<file path="src/rtl/k005290_shift_sequencer.sv">
// -----------------------------------------------------------------------------
// k005290_shift_sequencer
//
// Sequences the two tilemap pixel shift registers (TM-A and TM-B) of the
// K005290. For each layer it decides on every pixel tick whether the register
// holds, loads or shifts. It picks the shift direction and the output tap from
// the latched per-tile hflip bit. It applies the fine horizontal scroll and
// blanks the layer outside the active line.
//
// Ports
//   i_EMU_MCLK            master clock
//   i_EMU_MRST            asynchronous active-high reset
//   i_EMU_CLK6MPCEN_n     pixel clock enable, active-low (one "tick")
//   i_HCNT[8:0]           absolute horizontal pixel counter
//   i_HBLANK_n            0 = horizontal blank
//   i_A_HSCR/i_B_HSCR     fine horizontal scroll per layer
//   i_A_TFLIP/i_B_TFLIP   hflip of the tile currently in the line latch
//   o_A_MODE/o_B_MODE     00 hold, 01 shift right, 10 shift left, 11 load
//   o_AFF/o_BFF           output tap select: 0 = PIXEL0, 1 = PIXEL7
//   o_A_ACTIVE/o_B_ACTIVE layer is in ARM, RUN or DRAIN
// -----------------------------------------------------------------------------

// -----------------------------------------------------------------------------
// k005290_layer_seq: the per-layer sequencer
//
// Ports
//   clk, rst     master clock, asynchronous active-high reset
//   tick         pixel clock enable (active-high here)
//   hcnt_la      low bits of i_HCNT + 1 (the look-ahead pixel position)
//   hblank_n     0 = horizontal blank
//   hscr         fine scroll of this layer
//   tflip        hflip of the tile in the line latch
//   mode         registered shift register mode
//   ff           registered output tap select
//   active       layer is in ARM, RUN or DRAIN
// -----------------------------------------------------------------------------
module k005290_layer_seq #(
    parameter int         TILES_PER_LINE = 33,
    parameter logic [2:0] PHASE_OFS      = 3'd0
) (
    input  logic       clk,
    input  logic       rst,
    input  logic       tick,
    input  logic [2:0] hcnt_la,
    input  logic       hblank_n,
    input  logic [2:0] hscr,
    input  logic       tflip,
    output logic [1:0] mode,
    output logic       ff,
    output logic       active
);

    localparam int CNT_W = $clog2(TILES_PER_LINE + 1);
    localparam logic [CNT_W-1:0] CNT_LAST = CNT_W'(TILES_PER_LINE);

    localparam logic [1:0] MODE_HOLD = 2'b00;
    localparam logic [1:0] MODE_SHR  = 2'b01;
    localparam logic [1:0] MODE_SHL  = 2'b10;
    localparam logic [1:0] MODE_LOAD = 2'b11;

    typedef enum logic [1:0] {
        S_IDLE,
        S_ARM,
        S_RUN,
        S_DRAIN
    } state_t;

    state_t           state_q, state_d;
    logic [1:0]       mode_q, mode_d;
    logic [CNT_W-1:0] cnt_q, cnt_d;
    logic [2:0]       drain_q, drain_d;
    logic [2:0]       phase_q, phase_d;
    logic             pend_q, pend_d;      // a load was presented last tick
    logic             flip_q, flip_d;
    logic             hblank_prev_q;

    logic             line_start;
    logic             at_phase;
    logic             flip_eff;
    logic [1:0]       shift_mode;

    assign line_start = hblank_n & ~hblank_prev_q;
    assign at_phase   = (hcnt_la == phase_q);
    // The tile loaded on the previous tick decides the direction of the very
    // first shift, so its flip bit is used directly while being latched.
    assign flip_eff   = pend_q ? tflip : flip_q;
    assign shift_mode = flip_eff ? MODE_SHR : MODE_SHL;

    // NOTE: every always_comb output gets a default first, so no path can
    // leave a signal unassigned and infer a latch.
    always_comb begin
        state_d = state_q;
        mode_d  = MODE_HOLD;
        cnt_d   = cnt_q;
        drain_d = drain_q;
        phase_d = phase_q;
        pend_d  = 1'b0;
        flip_d  = pend_q ? tflip : flip_q;

        case (state_q)
            S_IDLE: begin
                // A load phase landing on the line-start tick is skipped:
                // ARM only looks for the phase from the next tick on.
                if (line_start) begin
                    state_d = S_ARM;
                    phase_d = hscr + PHASE_OFS;
                    cnt_d   = '0;
                end
            end
            S_ARM: begin
                if (at_phase) begin
                    state_d = S_RUN;
                    mode_d  = MODE_LOAD;
                    cnt_d   = CNT_W'(1);
                    pend_d  = 1'b1;
                end
            end
            S_RUN: begin
                if (cnt_q == CNT_LAST) begin
                    // Last load went out on the previous tick; empty the register.
                    state_d = S_DRAIN;
                    mode_d  = shift_mode;
                    drain_d = 3'd0;
                end else if (at_phase) begin
                    mode_d = MODE_LOAD;
                    cnt_d  = cnt_q + 1'b1;
                    pend_d = 1'b1;
                end else begin
                    mode_d = shift_mode;
                end
            end
            S_DRAIN: begin
                // Entry already issued one shift; seven more here make eight.
                if (drain_q == 3'd7) begin
                    state_d = S_IDLE;
                end else begin
                    mode_d  = shift_mode;
                    drain_d = drain_q + 3'd1;
                end
            end
            default: begin
                state_d = S_IDLE;
            end
        endcase

        // Blank overrides everything, including a load due on this tick.
        if (!hblank_n) begin
            state_d = S_IDLE;
            mode_d  = MODE_HOLD;
            pend_d  = 1'b0;
        end
    end

    // NOTE: sequential state uses non-blocking assignments so every register
    // samples the pre-edge values regardless of statement order.
    always_ff @(posedge clk or posedge rst) begin
        if (rst) begin
            state_q       <= S_IDLE;
            mode_q        <= MODE_HOLD;
            cnt_q         <= '0;
            drain_q       <= 3'd0;
            phase_q       <= 3'd0;
            pend_q        <= 1'b0;
            flip_q        <= 1'b0;
            // Reset high so a reset released mid-line sees no false line start.
            hblank_prev_q <= 1'b1;
        end else if (tick) begin
            state_q       <= state_d;
            mode_q        <= mode_d;
            cnt_q         <= cnt_d;
            drain_q       <= drain_d;
            phase_q       <= phase_d;
            pend_q        <= pend_d;
            flip_q        <= flip_d;
            hblank_prev_q <= hblank_n;
        end
    end

    assign mode   = mode_q;
    assign ff     = flip_q;
    assign active = (state_q != S_IDLE);

endmodule

module k005290_shift_sequencer #(
    parameter int         TILES_PER_LINE = 33,
    parameter logic [2:0] B_PHASE_OFS    = 3'd4
) (
    input  logic       i_EMU_MCLK,
    input  logic       i_EMU_MRST,
    input  logic       i_EMU_CLK6MPCEN_n,
    input  logic [8:0] i_HCNT,
    input  logic       i_HBLANK_n,
    input  logic [2:0] i_A_HSCR,
    input  logic [2:0] i_B_HSCR,
    input  logic       i_A_TFLIP,
    input  logic       i_B_TFLIP,
    output logic [1:0] o_A_MODE,
    output logic [1:0] o_B_MODE,
    output logic       o_AFF,
    output logic       o_BFF,
    output logic       o_A_ACTIVE,
    output logic       o_B_ACTIVE
);

    logic       tick;
    logic [2:0] hcnt_la;
    logic       hcnt_hi_unused;

    assign tick    = ~i_EMU_CLK6MPCEN_n;
    // Modes are registered, so they are computed for the pixel one ahead.
    assign hcnt_la = i_HCNT[2:0] + 3'd1;
    // Only the pixel phase within a tile matters to the sequencer.
    assign hcnt_hi_unused = &{1'b0, i_HCNT[8:3]};

    k005290_layer_seq #(
        .TILES_PER_LINE (TILES_PER_LINE),
        .PHASE_OFS      (3'd0)
    ) u_layer_a (
        .clk      (i_EMU_MCLK),
        .rst      (i_EMU_MRST),
        .tick     (tick),
        .hcnt_la  (hcnt_la),
        .hblank_n (i_HBLANK_n),
        .hscr     (i_A_HSCR),
        .tflip    (i_A_TFLIP),
        .mode     (o_A_MODE),
        .ff       (o_AFF),
        .active   (o_A_ACTIVE)
    );

    k005290_layer_seq #(
        .TILES_PER_LINE (TILES_PER_LINE),
        .PHASE_OFS      (B_PHASE_OFS)
    ) u_layer_b (
        .clk      (i_EMU_MCLK),
        .rst      (i_EMU_MRST),
        .tick     (tick),
        .hcnt_la  (hcnt_la),
        .hblank_n (i_HBLANK_n),
        .hscr     (i_B_HSCR),
        .tflip    (i_B_TFLIP),
        .mode     (o_B_MODE),
        .ff       (o_BFF),
        .active   (o_B_ACTIVE)
    );

endmodule

</file>
<file path="config.mk">
export PLATFORM = sky130hd
export DESIGN_NAME = k005290_shift_sequencer
export DESIGN_NICKNAME = d
export VERILOG_FILES = /design/src/rtl/k005290_shift_sequencer.sv
export SDC_FILE = /design/constraint.sdc
export NUM_CORES = 1
export LEC_CHECK = 0
export ABC_CLOCK_PERIOD_IN_PS = 2400
export BUFFER_PORTS_ARGS = -buffer_cell sky130_fd_sc_hd__buf_4
export CAP_MARGIN = 20
export CORE_MARGIN = 4
export CORE_UTILIZATION = 35
export DETAILED_ROUTE_END_ITERATION = 12
export HOLD_SLACK_MARGIN = 0.12
export PLACE_DENSITY = 0.64
export SLEW_MARGIN = 0
export SYNTH_ARGS = -nofsm -noshare
export SYNTH_HDL_FRONTEND = slang
export SYNTH_HIERARCHICAL = 1
export SYNTH_SLANG_ARGS = --single-unit
</file>
<file path="constraint.sdc">
create_clock -name i_EMU_MCLK -period 2.4 [get_ports i_EMU_MCLK]
set_input_delay 0.24 -clock i_EMU_MCLK [delete_from_list [all_inputs] [get_ports i_EMU_MCLK]]
set_output_delay 0.24 -clock i_EMU_MCLK [all_outputs]
set_load 0.05 [all_outputs]
</file>
# Word-level counts from Yosys, hierarchy flattened
# Index checks and enable logic that the tools add are counted.
dict set report classes {
  n_addsub 6
  n_reduce_logical 16
  eq_ne 32
  bitwise 3
  n_mux 50
}
# operator n
set op_table {}
lappend op_table {{2-bit two-way mux} 21}
lappend op_table {{6-bit two-way mux} 7}
lappend op_table {{6-bit case mux with 3 select lines} 2}
lappend op_table {{3-bit by 2-bit != test with 1-bit output (second input constant)} 8}
lappend op_table {{2-bit by 1-bit != test with 1-bit output (second input constant)} 8}
lappend op_table {{2-bit case mux with 4 select lines} 2}
lappend op_table {{6-bit by 1-bit adder with 6-bit output (second input constant)} 2}
lappend op_table {{6-bit equality test (second input constant)} 2}
lappend op_table {{3-bit two-way mux} 4}
lappend op_table {{2-bit case mux with 3 select lines} 2}
lappend op_table {{3-bit case mux with 2 select lines} 2}
lappend op_table {{6-bit AND reduction} 2}
lappend op_table {{5-bit AND reduction} 2}
lappend op_table {{3-bit by 1-bit adder with 3-bit output (second input constant)} 3}
lappend op_table {{2-bit equality test (second input constant)} 4}
lappend op_table {{1-bit two-way mux} 8}
lappend op_table {{2-bit != test (second input constant)} 4}
lappend op_table {{4-bit AND reduction} 2}
lappend op_table {{2-bit nonzero test} 4}
lappend op_table {{3-bit equality test} 2}
lappend op_table {{3-bit equality test (second input constant)} 2}
lappend op_table {{3-bit AND reduction} 2}
lappend op_table {{3-bit nonzero test} 2}
lappend op_table {{2-bit by 1-bit equality test with 1-bit output (second input constant)} 2}
lappend op_table {{other kinds (5)} 8}
dict set report word_totals {
  inputBits 21
  register_bits 37
  word_cells 122
  output_inout_bits 8
}

# Logic depth before layout (Yosys ltp)
# Gate-level depths: netlist of run 1.
dict set report logic_depth {
  word_depth 6
  depth_mapped 8
  mapped_depth_nobuf 7
}

# By module
# The synthesis of run 1 kept the hierarchy.
# module cells_each seq_area_each_um2 area_per_inst_um2 instances
set modules_own_cells {}
lappend modules_own_cells {{k005290_layer_seq at u_layer_a} 112 476.7 1183.6 1}
lappend modules_own_cells {{k005290_layer_seq at u_layer_b} 114 476.7 1122.3 1}
lappend modules_own_cells {k005290_shift_sequencer 4 0.0 28.8 1}

# Least setup slack after synthesis of run 1
# Ideal clock, no wire load.
dict set report synth_timing {
  kind {reg-to-reg}
  start {reg u_layer_b.state_q[0]}
  end {reg u_layer_b.cnt_q[4]}
  slack_ps 153
  path_buffers 1
  path_stages_with_launch 9
  setup_ps 95
  arrival_ps 2152
  t_required_ps 2305
  synth_period_minus_slack_ps 2247
  path_cell_list {dfrtp_1 > inv_1 > ha_1 > inv_2 > a21oi_1 > or3b_1 > buf_2 > or4_4 > o31ai_1}
}
dict set report synth_via {
  elab_chain_len 3
  word_cells_on_any_way 10
  cone_classes {6 x eq/ne; 1 x mux; 3 x reduce/logical}
}
# item line_no
set synth_rtl {}
lappend synth_rtl {{start: declaration} 68} ;# state_t state_q, state_d;
lappend synth_rtl {{start signal: assignment} 168} ;# state_q <= state_d;
lappend synth_rtl {{2-bit equality test (tied with other cells)} 100} ;# case (state_q)
lappend synth_rtl {{2-bit by 1-bit != test with 1-bit output (no source line) (tied with other cells)} -}
lappend synth_rtl {{6-bit AND reduction (no source line)} -}
lappend synth_rtl {{end signal: assignment} 170} ;# cnt_q <= cnt_d;
lappend synth_rtl {{end: declaration} 70} ;# logic [CNT_W-1:0] cnt_q, cnt_d;
# Parallel ways exist; a longest one is shown, timed or not.
# A chain may end at the register's enable or synchronous reset.

# Final worst setup path of run 1
dict set report layout_timing {
  start {reg u_layer_b.state_q[0]}
  end {reg u_layer_b.cnt_q[2]}
}
# The elaborated chain is that of the path after synthesis.

==> results of run 1 <==
## metal layers
metal | vias up | routed length, µm
met1 | 821 | 2053
met5 | - | 0
met4 | 0 | 78
met3 | 8 | 141
li1 | 875 | -
met2 | 28 | 2133
## worst reg2reg max path, delay by kind of cell (launching register included)
| kind | cells | cell delay [ns] |
|---|---|---|
| flip-flops | 1 | 0.43 |
| buffers and inverters | 2 | 0.18 |
| AO/OA/AOI/OAI | 2 | 0.26 |
| adder cells (fa/ha/maj) | 1 | 0.24 |
| AND/OR/NAND/NOR | 2 | 0.91 |
## cell usage after synthesis, types with 3 or more instances
| library cell | count |
|---|---|
| a21oi_1 | 4 |
| and3_1 | 5 |
| dfrtp_1 | 36 |
| ha_1 | 18 |
| inv_1 | 29 |
| mux2_2 | 10 |
| mux2i_1 | 3 |
| nand2_1 | 10 |
| nand3_1 | 12 |
| nor2_1 | 9 |
| nor2b_1 | 7 |
| o21ai_0 | 18 |
| o21ai_1 | 3 |
| o21ba_1 | 3 |
| o22ai_1 | 3 |
| o2bb2ai_1 | 3 |
| o31ai_1 | 10 |
| xnor2_1 | 3 |
| xnor2_2 | 3 |
## layout make-up
class,instances,area share (%)
Inverter,30,4.215
Clock inverter,2,0.3747
Clock buffer,5,2.576
Multi-Input combinational cell,158,46.42
Timing Repair Buffer,25,7.119
Sequential cell,38,35.69
Tap cell,77,3.607
## worst max-delay path by stage
stage	startpoint	end	slack [ns]
final	u_layer_b/state_q[0]	u_layer_b/cnt_q[2]	0.28
after global routing	u_layer_b/state_q[0]	u_layer_b/cnt_q[5]	0.1
after CTS	u_layer_b/state_q[0]	u_layer_b/cnt_q[2]	0.27
after detailed placement	i_HCNT[0]	u_layer_b/cnt_q[4]	0.19
after global placement	i_HCNT[0]	u_layer_b/cnt_q[2]	0.25
after floorplan	u_layer_b/state_q[0]	u_layer_b/cnt_q[4]	0.15
## cell families after synthesis
| group | Yosys count |
|---|---|
| buffers and inverters | 34 |
| AO/OA/AOI/OAI | 65 |
| multiplexers | 15 |
| AND/OR/NAND/NOR | 53 |
| XOR/XNOR | 7 |
| flip-flops | 38 |
| adder cells (fa/ha/maj) | 18 |
## flip-flops by register name, summed over array words and instances (netlist names), 2 cells and up
signal / cells
u_layer_a/cnt_q: 6
u_layer_a/drain_q: 3
u_layer_a/mode: 2
u_layer_a/phase_q: 3
u_layer_a/state_q: 2
u_layer_b/cnt_q: 6
u_layer_b/drain_q: 3
u_layer_b/mode: 2
u_layer_b/phase_q: 3
u_layer_b/state_q: 2
## power groups by stage
stage          logic [mW]  clock network (mW)  registers [mW]
2_1_floorplan       0.810                   0           0.971
3_3_place_gp         1.10                   0           0.918
3_5_place_dp         1.11                   0           0.925
4_1_cts              1.12               0.433           0.911
5_1_grt              1.22               0.460           0.935
6_report             1.11               0.410           0.912
## stage by stage
step	instance area [µm²]	setup slack [ns]	hold slack, ns
2_1_floorplan	2335	0.1526	0.1904
3_5_place_dp	2582	0.1944	0.4287
6_report	2671	0.2843	0.1427
4_1_cts	2671	0.2671	0.1371
3_3_place_gp	2582	0.2470	0.4198
5_1_grt	2671	0.09586	0.1532
==> flow_summary.json, run 1 <==
{
  "p_comb_share_pct": 45.7,
  "fin_crit_sh_pct": 88.16,
  "avgSynthCellArea_um2": 10.15,
  "critPathLaunchType": "flop",
  "cts_tree": "yes",
  "drc": 0,
  "ys_warn_count": 6,
  "crit_fanout": 5,
  "rr_endpoint": "u_layer_b/cnt_q[2]",
  "cts_resized": 0,
  "fp.dieW_um": 89.68,
  "synthMuxAreaShare_pct": 7.235,
  "finalCriticalPeriod_ns": 2.116,
  "grt_overflow": 0,
  "yosys.area_share.xor_xnor_pct": 3.591,
  "seqCellArea_um2": 953.4,
  "tightest_slew_ns": 0.7467,
  "core_area_um2": 6422,
  "synth_compound_area_share_pct": 19.94,
  "met1_usage_pct": 15.99,
  "mostFrequentLayoutCells": "dfrtp_1, inv_1, buf_4",
  "synth_edf_count": 0,
  "cts.sinks": 38,
  "holdCritPathClass": "in2reg",
  "dp_hpwl_um": 3346,
  "syn_area_um2": 2335,
  "p_switching_mw": 1.001,
  "clockBufferDepth": 2,
  "clkSlewWorstSetupHoldPaths_ns": 0.07,
  "holdPathEnd": "u_layer_b/phase_q[2]",
  "clock_power_share_pct": 16.8,
  "first_pass_iters": 4,
  "max_freq_mhz": 472.6,
  "status": "finished clean",
  "p_int_mw": 1.432,
  "path_class": "reg2reg",
  "async_reset_ff_share_pct": 100.0,
  "antenna_cells": 0,
  "seqPwrFrac_pct": 37.5,
  "start_util_pct": 36.35,
  "crit_path_end_kind": "flop",
  "grt_pass1_wl_um": 7734,
  "synth_top_family_by_area": "compound AO/OA/AOI/OAI gates",
  "grt_pass1_vias": 1699,
  "worstHoldStart": "i_B_HSCR[2]",
  "slowest_delay_ns": 0.53,
  "cap_violations": 0,
  "worst-path-buf-inv": 2,
  "top_usage_layer": "met2",
  "htreeDepth": 2,
  "critical-path-slowest-cell": "or4_4",
  "antenna_found_initial": 0,
  "numPortBuffers": 22,
  "fin_cells": 335,
  "drt_iter0_drc": 72,
  "r2r_start": "u_layer_b/state_q[0]",
  "leakage_nw": 1.249,
  "met2_usage_pct": 20.21,
  "cp.depth": 7,
  "p_total_mw": 2.433,
  "routabilityCongestion": 0.7672,
  "synth_top_area_share_pct": 38.59,
  "drv_slew": 0,
  "path_cells": "inv_1 > ha_1 > inv_2 > a21oi_1 > or3b_1 > or4_4 > o31ai_1",
  "wl_per_cell_um": 13.16,
  "syn_nets": 269,
  "drive_gt1_share_pct": 22.09,
  "root_buffer": "clkbuf_8",
  "clk_latency_ns": 0.29,
  "ant_nets": 0,
  "place_inst": 327,
  "crit_required_ns": 2.59,
  "ys_ff_latch": 38,
  "synth-adder-area-share_pct": 9.646,
  "swShare_pct": 41.16,
  "track_usage_pct": 12.30,
  "layout-area-overhead-vs-synth_pct": 14.42,
  "r2r_cells": 7,
  "synth.area.top_cells": "dfrtp_1, ha_1, mux2_2",
  "finish.utilization_pct": 41.59,
  "path_delay_family": "simple AND/OR/NAND/NOR gates",
  "synth_flop_cell": "dfrtp_1",
  "die_h_um": 89.68,
  "whs_path_depth": 2,
  "synth_top_cell_by_area": "dfrtp_1",
  "die_area_um2": 8042,
  "rows": 29,
  "multi_input_area_um2": 1240,
  "hold_buffers": 1,
  "power_density_nw_per_um2": 910.8,
  "cts_buffers": 5,
  "irDropWorstVdd_uv": 603.4,
  "nFillCells": 624,
  "rsz0062_at_grt": "no",
  "yosysUniqueCellTypes": 51,
  "finalWirelength_um": 4407,
  "ios": 29,
  "layout_commonest_cell": "dfrtp_1",
  "rrSetupSlack_ns": 0.28,
  "hold_viol_final": 0,
  "syn_inst": 230,
  "grt_use_met3_pct": 2.737,
  "tns_ns": 0,
  "yosysSeqAreaShare_pct": 40.84,
  "routed_via_density": 5.170,
  "setup_viol": 0,
  "slew_headroom_pct": 50.17,
  "synth-simple-area-share_pct": 12.70,
  "arrival_ns": 2.31,
  "clock_skew_ns": 0.002891,
  "vias": 1732,
  "post_cts_buffers": 0,
  "grt_max_degree": 22,
  "fin_nets": 297
}
Note: power is estimated with default switching activity, not from simulation.
==> inputs of run 2 (changes only) <==
--- a/config.mk
+++ b/config.mk
@@ -16,5 +16,4 @@
 export SLEW_MARGIN = 0
 export SYNTH_ARGS = -nofsm -noshare
 export SYNTH_HDL_FRONTEND = slang
-export SYNTH_HIERARCHICAL = 1
 export SYNTH_SLANG_ARGS = --single-unit
==> flow_summary.json, run 2 <==
{
  "drc": 0,
  "synth_edf_count": 0,
  "irDropWorstVdd_uv": 559.9,
  "antenna_found_initial": 0,
  "first_pass_iters": 4,
  "grt_pass1_wl_um": 8197,
  "setup_viol": 0,
  "crit_fanout": 6,
  "holdPathEnd": "u_layer_a.phase_q[1]",
  "grt_max_degree": 38,
  "tightest_slew_ns": 0.5236,
  "fin_worst_hold_slack_ns": 0.1817,
  "numPortBuffers": 22,
  "yosysSeqAreaShare_pct": 40.58,
  "avgSynthCellArea_um2": 9.806,
  "clk_latency_ns": 0.29,
  "fin_crit_sh_pct": 88.72,
  "final_area_um2": 2681,
  "synth_top_family_by_area": "compound AO/OA/AOI/OAI gates",
  "synth_compound_area_share_pct": 18.24,
  "whs_path_depth": 2,
  "clock_skew_ns": 0.006125,
  "syn_inst": 233,
  "synth_top_cell_by_area": "dfrtp_1",
  "yosysUniqueCellTypes": 57,
  "dp_hpwl_um": 3437,
  "ios": 29,
  "rows": 29,
  "arrival_ns": 2.31,
  "worstHoldStart": "i_A_HSCR[1]",
  "synth-adder-area-share_pct": 9.310,
  "ys_ff_latch": 37,
  "htreeDepth": 2,
  "die_area_um2": 7885,
  "p_total_mw": 2.554,
  "rsz0062_at_grt": "no",
  "synthMostInstantiatedCell": "dfrtp_1",
  "leakage_nw": 1.210,
  "path_cells": "ha_1 > or2_0 > or4_2 > o21ai_0 > o31ai_1",
  "syn_area_um2": 2285,
  "drive_gt1_share_pct": 19.55,
  "fp.dieW_um": 88.80,
  "drv_slew": 0,
  "slew_headroom_pct": 65.02,
  "power_density_nw_per_um2": 952.6,
  "rr_endpoint": "u_layer_b.cnt_q[5]",
  "cts.sinks": 37,
  "mostFrequentLayoutCells": "dfrtp_1, nand2_1, buf_4",
  "critPathLaunchType": "flop",
  "vias": 1805,
  "ys_top_cells_by_count": "dfrtp_1, nand2_1, ha_1, inv_1, o21ai_0",
  "r2r_start": "u_layer_b.state_q[0]",
  "root_buffer": "clkbuf_8",
  "rrSetupSlack_ns": 0.27,
  "layout_commonest_cell": "dfrtp_1",
  "tns_ns": 0,
  "top_regs": "u_layer_a.cnt_q (6), u_layer_b.cnt_q (6)",
  "async_reset_ff_share_pct": 100.0,
  "synthMuxAreaShare_pct": 5.750,
  "antenna_cells": 0,
  "placed_area_um2": 2571,
  "holdCritPathClass": "in2reg",
  "yosys.area_share.xor_xnor_pct": 4.217,
  "synth_top_area_share_pct": 39.43,
  "clockBufferDepth": 2,
  "r2r_cells": 5,
  "grt_pass1_vias": 1818,
  "ys_warn_count": 0,
  "routed_via_density": 5.262,
  "max_freq_mhz": 469.7,
  "synth.area.top_cells": "dfrtp_1, ha_1, nand2_1",
  "cts_buffers": 5,
  "critical-path-slowest-cell": "or4_2",
  "start_util_pct": 35.98,
  "crit_path_end_kind": "flop",
  "finalCriticalPeriod_ns": 2.129,
  "grt_overflow": 0,
  "clkSlewWorstSetupHoldPaths_ns": 0.08,
  "slowest_delay_ns": 0.69,
  "track_usage_pct": 13.22,
  "cts_tree": "yes",
  "finalWirelength_um": 4676,
  "synth-simple-area-share_pct": 17.91,
  "hold_viol_final": 0,
  "core_area_um2": 6350,
  "routabilityCongestion": 0.7483,
  "die_h_um": 88.80,
  "fin_nets": 303,
  "status": "finished clean",
  "crit_required_ns": 2.58,
  "ant_nets": 0,
  "layout-area-overhead-vs-synth_pct": 17.36,
  "synth_flop_cell": "dfrtp_1",
  "drt_iter0_drc": 70,
  "syn_nets": 271,
  "cts_resized": 0,
  "wl_per_cell_um": 13.63,
  "cap_violations": 0,
  "path_class": "reg2reg"
}
## run 2: cell count changes after synthesis, moves of 4 or more
cell	change
nand3_1	-4
or3_1	+4
o21ai_0	-4
inv_1	-12
o31ai_1	-7
nand2_1	+19
o211ai_1	+4
a22o_1	+4
and3_1	-4
## run 2: how the worst max path moves through the flow
stage | start | to | slack (ns) | cells past startpoint
2_1_floorplan | u_layer_a.state_q[0] | u_layer_a.cnt_q[0] | 0.39 | 7
3_3_place_gp | i_HCNT[0] | u_layer_a.cnt_q[1] | 0.19 | 7
3_5_place_dp | i_HCNT[0] | u_layer_b.cnt_q[4] | 0.14 | 7
4_1_cts | u_layer_b.state_q[0] | u_layer_b.cnt_q[5] | 0.28 | 5
5_1_grt | u_layer_b.state_q[0] | u_layer_b.cnt_q[5] | 0.09 | 5
6_report | u_layer_b.state_q[0] | u_layer_b.cnt_q[5] | 0.27 | 5
## run 2: cell type report
type / count / area, µm²
inverter: 17 / 63.81
clock buffer: 8 / 90.09
tap: 77 / 96.34
timing repair buffer: 31 / 237.7
multi-input combinational: 173 / 1266
sequential: 37 / 927.1
fill: 605 / 3669
## run 2: layer usage
metal | vias to the layer above | global-route usage, % | wire, µm
met5 | - | 0 | 0
met4 | 0 | 4.533 | 79
met3 | 9 | 3.259 | 190
met2 | 27 | 20.85 | 2082
met1 | 862 | 17.67 | 2324
li1 | 907 | - | -
## run 2: what timing repair did
item | 4_1_cts | 5_1_grt
setup buffers | 0 | 0
hold buffers | 2 | 0
hold endpoints to repair | 37 | 0
## run 2: per-stage QoR
stage | setup slack [ns] | util (%) | cells
final | 0.2708 | 42.23 | 343
after floorplan | 0.3888 | - | 233
after global routing | 0.09015 | 42.23 | 343
after CTS | 0.2799 | 42.23 | 343
after global placement | 0.1930 | 40.49 | 333
after detailed placement | 0.1371 | 40.49 | 333
## run 2: logic make-up after synthesis
kind of cell	count (synthesis)
and+or+nand+nor	79
adders and majority gates	17
buffers and inverters	23
DFF	37
AOI/OAI and AO/OA	59
muxes	12
xor gates and xnor gates	6
## run 2: where the power goes
part	internal, mW	total, mW	leakage (nW)	switching (mW)
sequential	0.777	0.906	0.494	0.129
combinational	0.505	1.19	0.670	0.688
clock	0.234	0.454	0.0455	0.220
total	1.52	2.55	1.21	1.04
## run 2: critical path: cells and delay by family, from the launching register on
kind | cells | cell delay, ns
AOI/OAI and AO/OA | 2 | 0.25
and+or+nand+nor | 2 | 1.03
DFF | 1 | 0.45
adders and majority gates | 1 | 0.30
==> inputs of run 3 (changes only) <==
--- a/config.mk
+++ b/config.mk
@@ -6,14 +6,14 @@
 export NUM_CORES = 1
 export LEC_CHECK = 0
 export ABC_CLOCK_PERIOD_IN_PS = 2400
-export BUFFER_PORTS_ARGS = -buffer_cell sky130_fd_sc_hd__buf_4
 export CAP_MARGIN = 20
 export CORE_MARGIN = 4
 export CORE_UTILIZATION = 35
 export DETAILED_ROUTE_END_ITERATION = 12
+export DONT_BUFFER_PORTS = 1
 export HOLD_SLACK_MARGIN = 0.12
-export PLACE_DENSITY = 0.64
-export SLEW_MARGIN = 0
+export PLACE_DENSITY = 0.6
+export SLEW_MARGIN = 20
 export SYNTH_ARGS = -nofsm -noshare
 export SYNTH_HDL_FRONTEND = slang
 export SYNTH_SLANG_ARGS = --single-unit
==> flow_summary.json, run 3 (same netlist as run 2, synthesis figures left out) <==
{
  "crit_path_end_kind": "flop",
  "irDropWorstVdd_uv": 585.0,
  "drt_iter0_drc": 66,
  "mostFrequentLayoutCells": "dfrtp_1, nand2_1, inv_1, ha_1, o21ai_0",
  "tightest_slew_ns": 0.6303,
  "seqPwrFrac_pct": 39.9,
  "layout-area-overhead-vs-synth_pct": 13.36,
  "root_buffer": "clkbuf_8",
  "arrival_ns": 2.37,
  "clock_skew_ns": 0.01102,
  "core_area_um2": 6350,
  "routed_via_density": 5.325,
  "grt_pass1_wl_um": 8535,
  "grt_pass1_vias": 1852,
  "track_usage_pct": 13.75,
  "clockBufferDepth": 2,
  "cap_violations": 0,
  "wl_per_cell_um": 14.77,
  "routabilityCongestion": 0.8228,
  "antenna_found_initial": 0,
  "cts.sinks": 37,
  "drv_slew": 0,
  "post_cts_buffers": 0,
  "critPathLaunchType": "flop",
  "slew_headroom_pct": 57.59,
  "numPortBuffers": 0,
  "fin_nets": 289,
  "final_area_um2": 2590,
  "rows": 29,
  "max_freq_mhz": 464.7,
  "setup_viol": 0,
  "leakage_nw": 1.130,
  "first_pass_iters": 4,
  "crit_required_ns": 2.62,
  "htreeDepth": 2,
  "die_area_um2": 7885,
  "grt_overflow": 0,
  "p_switching_mw": 1.028,
  "layout_commonest_cell": "dfrtp_1",
  "tns_ns": 0,
  "placed_area_um2": 2399,
  "p_comb_share_pct": 42.6,
  "ant_nets": 0,
  "clock_power_share_pct": 17.6,
  "drive_gt1_share_pct": 11.51,
  "hold_buffers": 11,
  "power_density_nw_per_um2": 948.8,
  "hold_viol_final": 0,
  "crit_fanout": 8,
  "ios": 29,
  "fin_crit_sh_pct": 89.67,
  "clk_latency_ns": 0.30,
  "p_int_mw": 1.429,
  "start_util_pct": 35.98,
  "cts_tree": "yes",
  "top_regs": "u_layer_a.cnt_q (6), u_layer_b.cnt_q (6)",
  "antenna_cells": 0,
  "status": "finished clean",
  "path_class": "reg2reg",
  "rsz0062_at_grt": "no",
  "swShare_pct": 41.85,
  "fin_worst_hold_slack_ns": 0.1310,
  "dp_hpwl_um": 3345,
  "grt_max_degree": 38,
  "cts_buffers": 5,
  "holdCritPathClass": "in2reg",
  "drc": 0,
  "finalWirelength_um": 4860,
  "die_h_um": 88.80,
  "cts_resized": 0,
  "finalCriticalPeriod_ns": 2.152,
  "fp.dieW_um": 88.80,
  "vias": 1752,
  "clkSlewWorstSetupHoldPaths_ns": 0.08
}
==> run 3: cell count changes in the layout (fill, tap and decap cells not counted) <==
| cell | before | now |
|---|---|---|
| clkinv_2 | 0 | 1 |
| clkbuf_8 | 6 | 5 |
| dlygate4sd3_1 | 2 | 11 |
| buf_4 | 29 | 6 |
==> run 3: cell type report <==
class,count,area (µm²)
inverters,17,63.81
multi-input cells,173,1266
clock inverters,1,5.005
well taps,77,96.34
repair buffers,17,155.1
fillers,630,3760
clock buffers,7,76.32
flip-flops and latches,37,927.1
==> run 3: metrics by stage <==
step	utilization [%]	cells	setup slack, ns	power (mW)
after global routing	40.79	329	0.1123	2.667
after global placement	37.77	310	0.2535	2.008
after detailed placement	37.77	310	0.2325	2.024
final	40.79	329	0.2478	2.457
after floorplan	-	233	0.3888	1.781
after CTS	40.79	329	0.2535	2.487
==> run 3: worst max-delay path, stage by stage (launching register included) <==
cell	delay, ns
dfrtp_1	0.38
inv_1	0.09
ha_1	0.26
a211o_1	0.31
or3b_1	0.48
or4_1	0.45
o211ai_1	0.10
==> run 3: final timing paths <==
| kind | cells after the start | startpoint | slack [ns] | to |
|---|---|---|---|---|
| max | 6 | u_layer_a.state_q[0] | 0.25 | u_layer_a.cnt_q[0] |
| min | 2 | i_EMU_CLK6MPCEN_n | 0.13 | u_layer_a.state_q[1] |
| max reg2reg | 6 | u_layer_a.state_q[0] | 0.25 | u_layer_a.cnt_q[0] |
| min reg2reg | 2 | u_layer_a.drain_q[1] | 0.49 | u_layer_a.drain_q[1] |
| max in group asynchronous | 3 | i_EMU_MRST | 1.54 | u_layer_b.hblank_prev_q |
| min in group asynchronous | 3 | i_EMU_MRST | 0.50 | u_layer_a.drain_q[0] |
==> run 3: power groups by stage <==
| stage | registers (mW) | clock network, mW | logic (mW) |
|---|---|---|---|
| CTS | 0.984 | 0.455 | 1.05 |
| floorplan | 0.962 | 0 | 0.818 |
| global placement | 0.992 | 0 | 1.02 |
| global route | 1.01 | 0.478 | 1.18 |
| detailed placement | 0.997 | 0 | 1.03 |
| finish | 0.980 | 0.431 | 1.05 |
==> run 3: per-layer routing <==
metal | track usage (%) | part of all wire (%) | wire, µm | vias up
li1 | - | - | - | 885
met1 | 18.24 | 48 | 2319 | 829
met2 | 22.13 | 46 | 2253 | 33
met3 | 3.445 | 4.7 | 229 | 5
met4 | 4.121 | 1.2 | 57 | 0
met5 | 0 | 0 | 0 | -
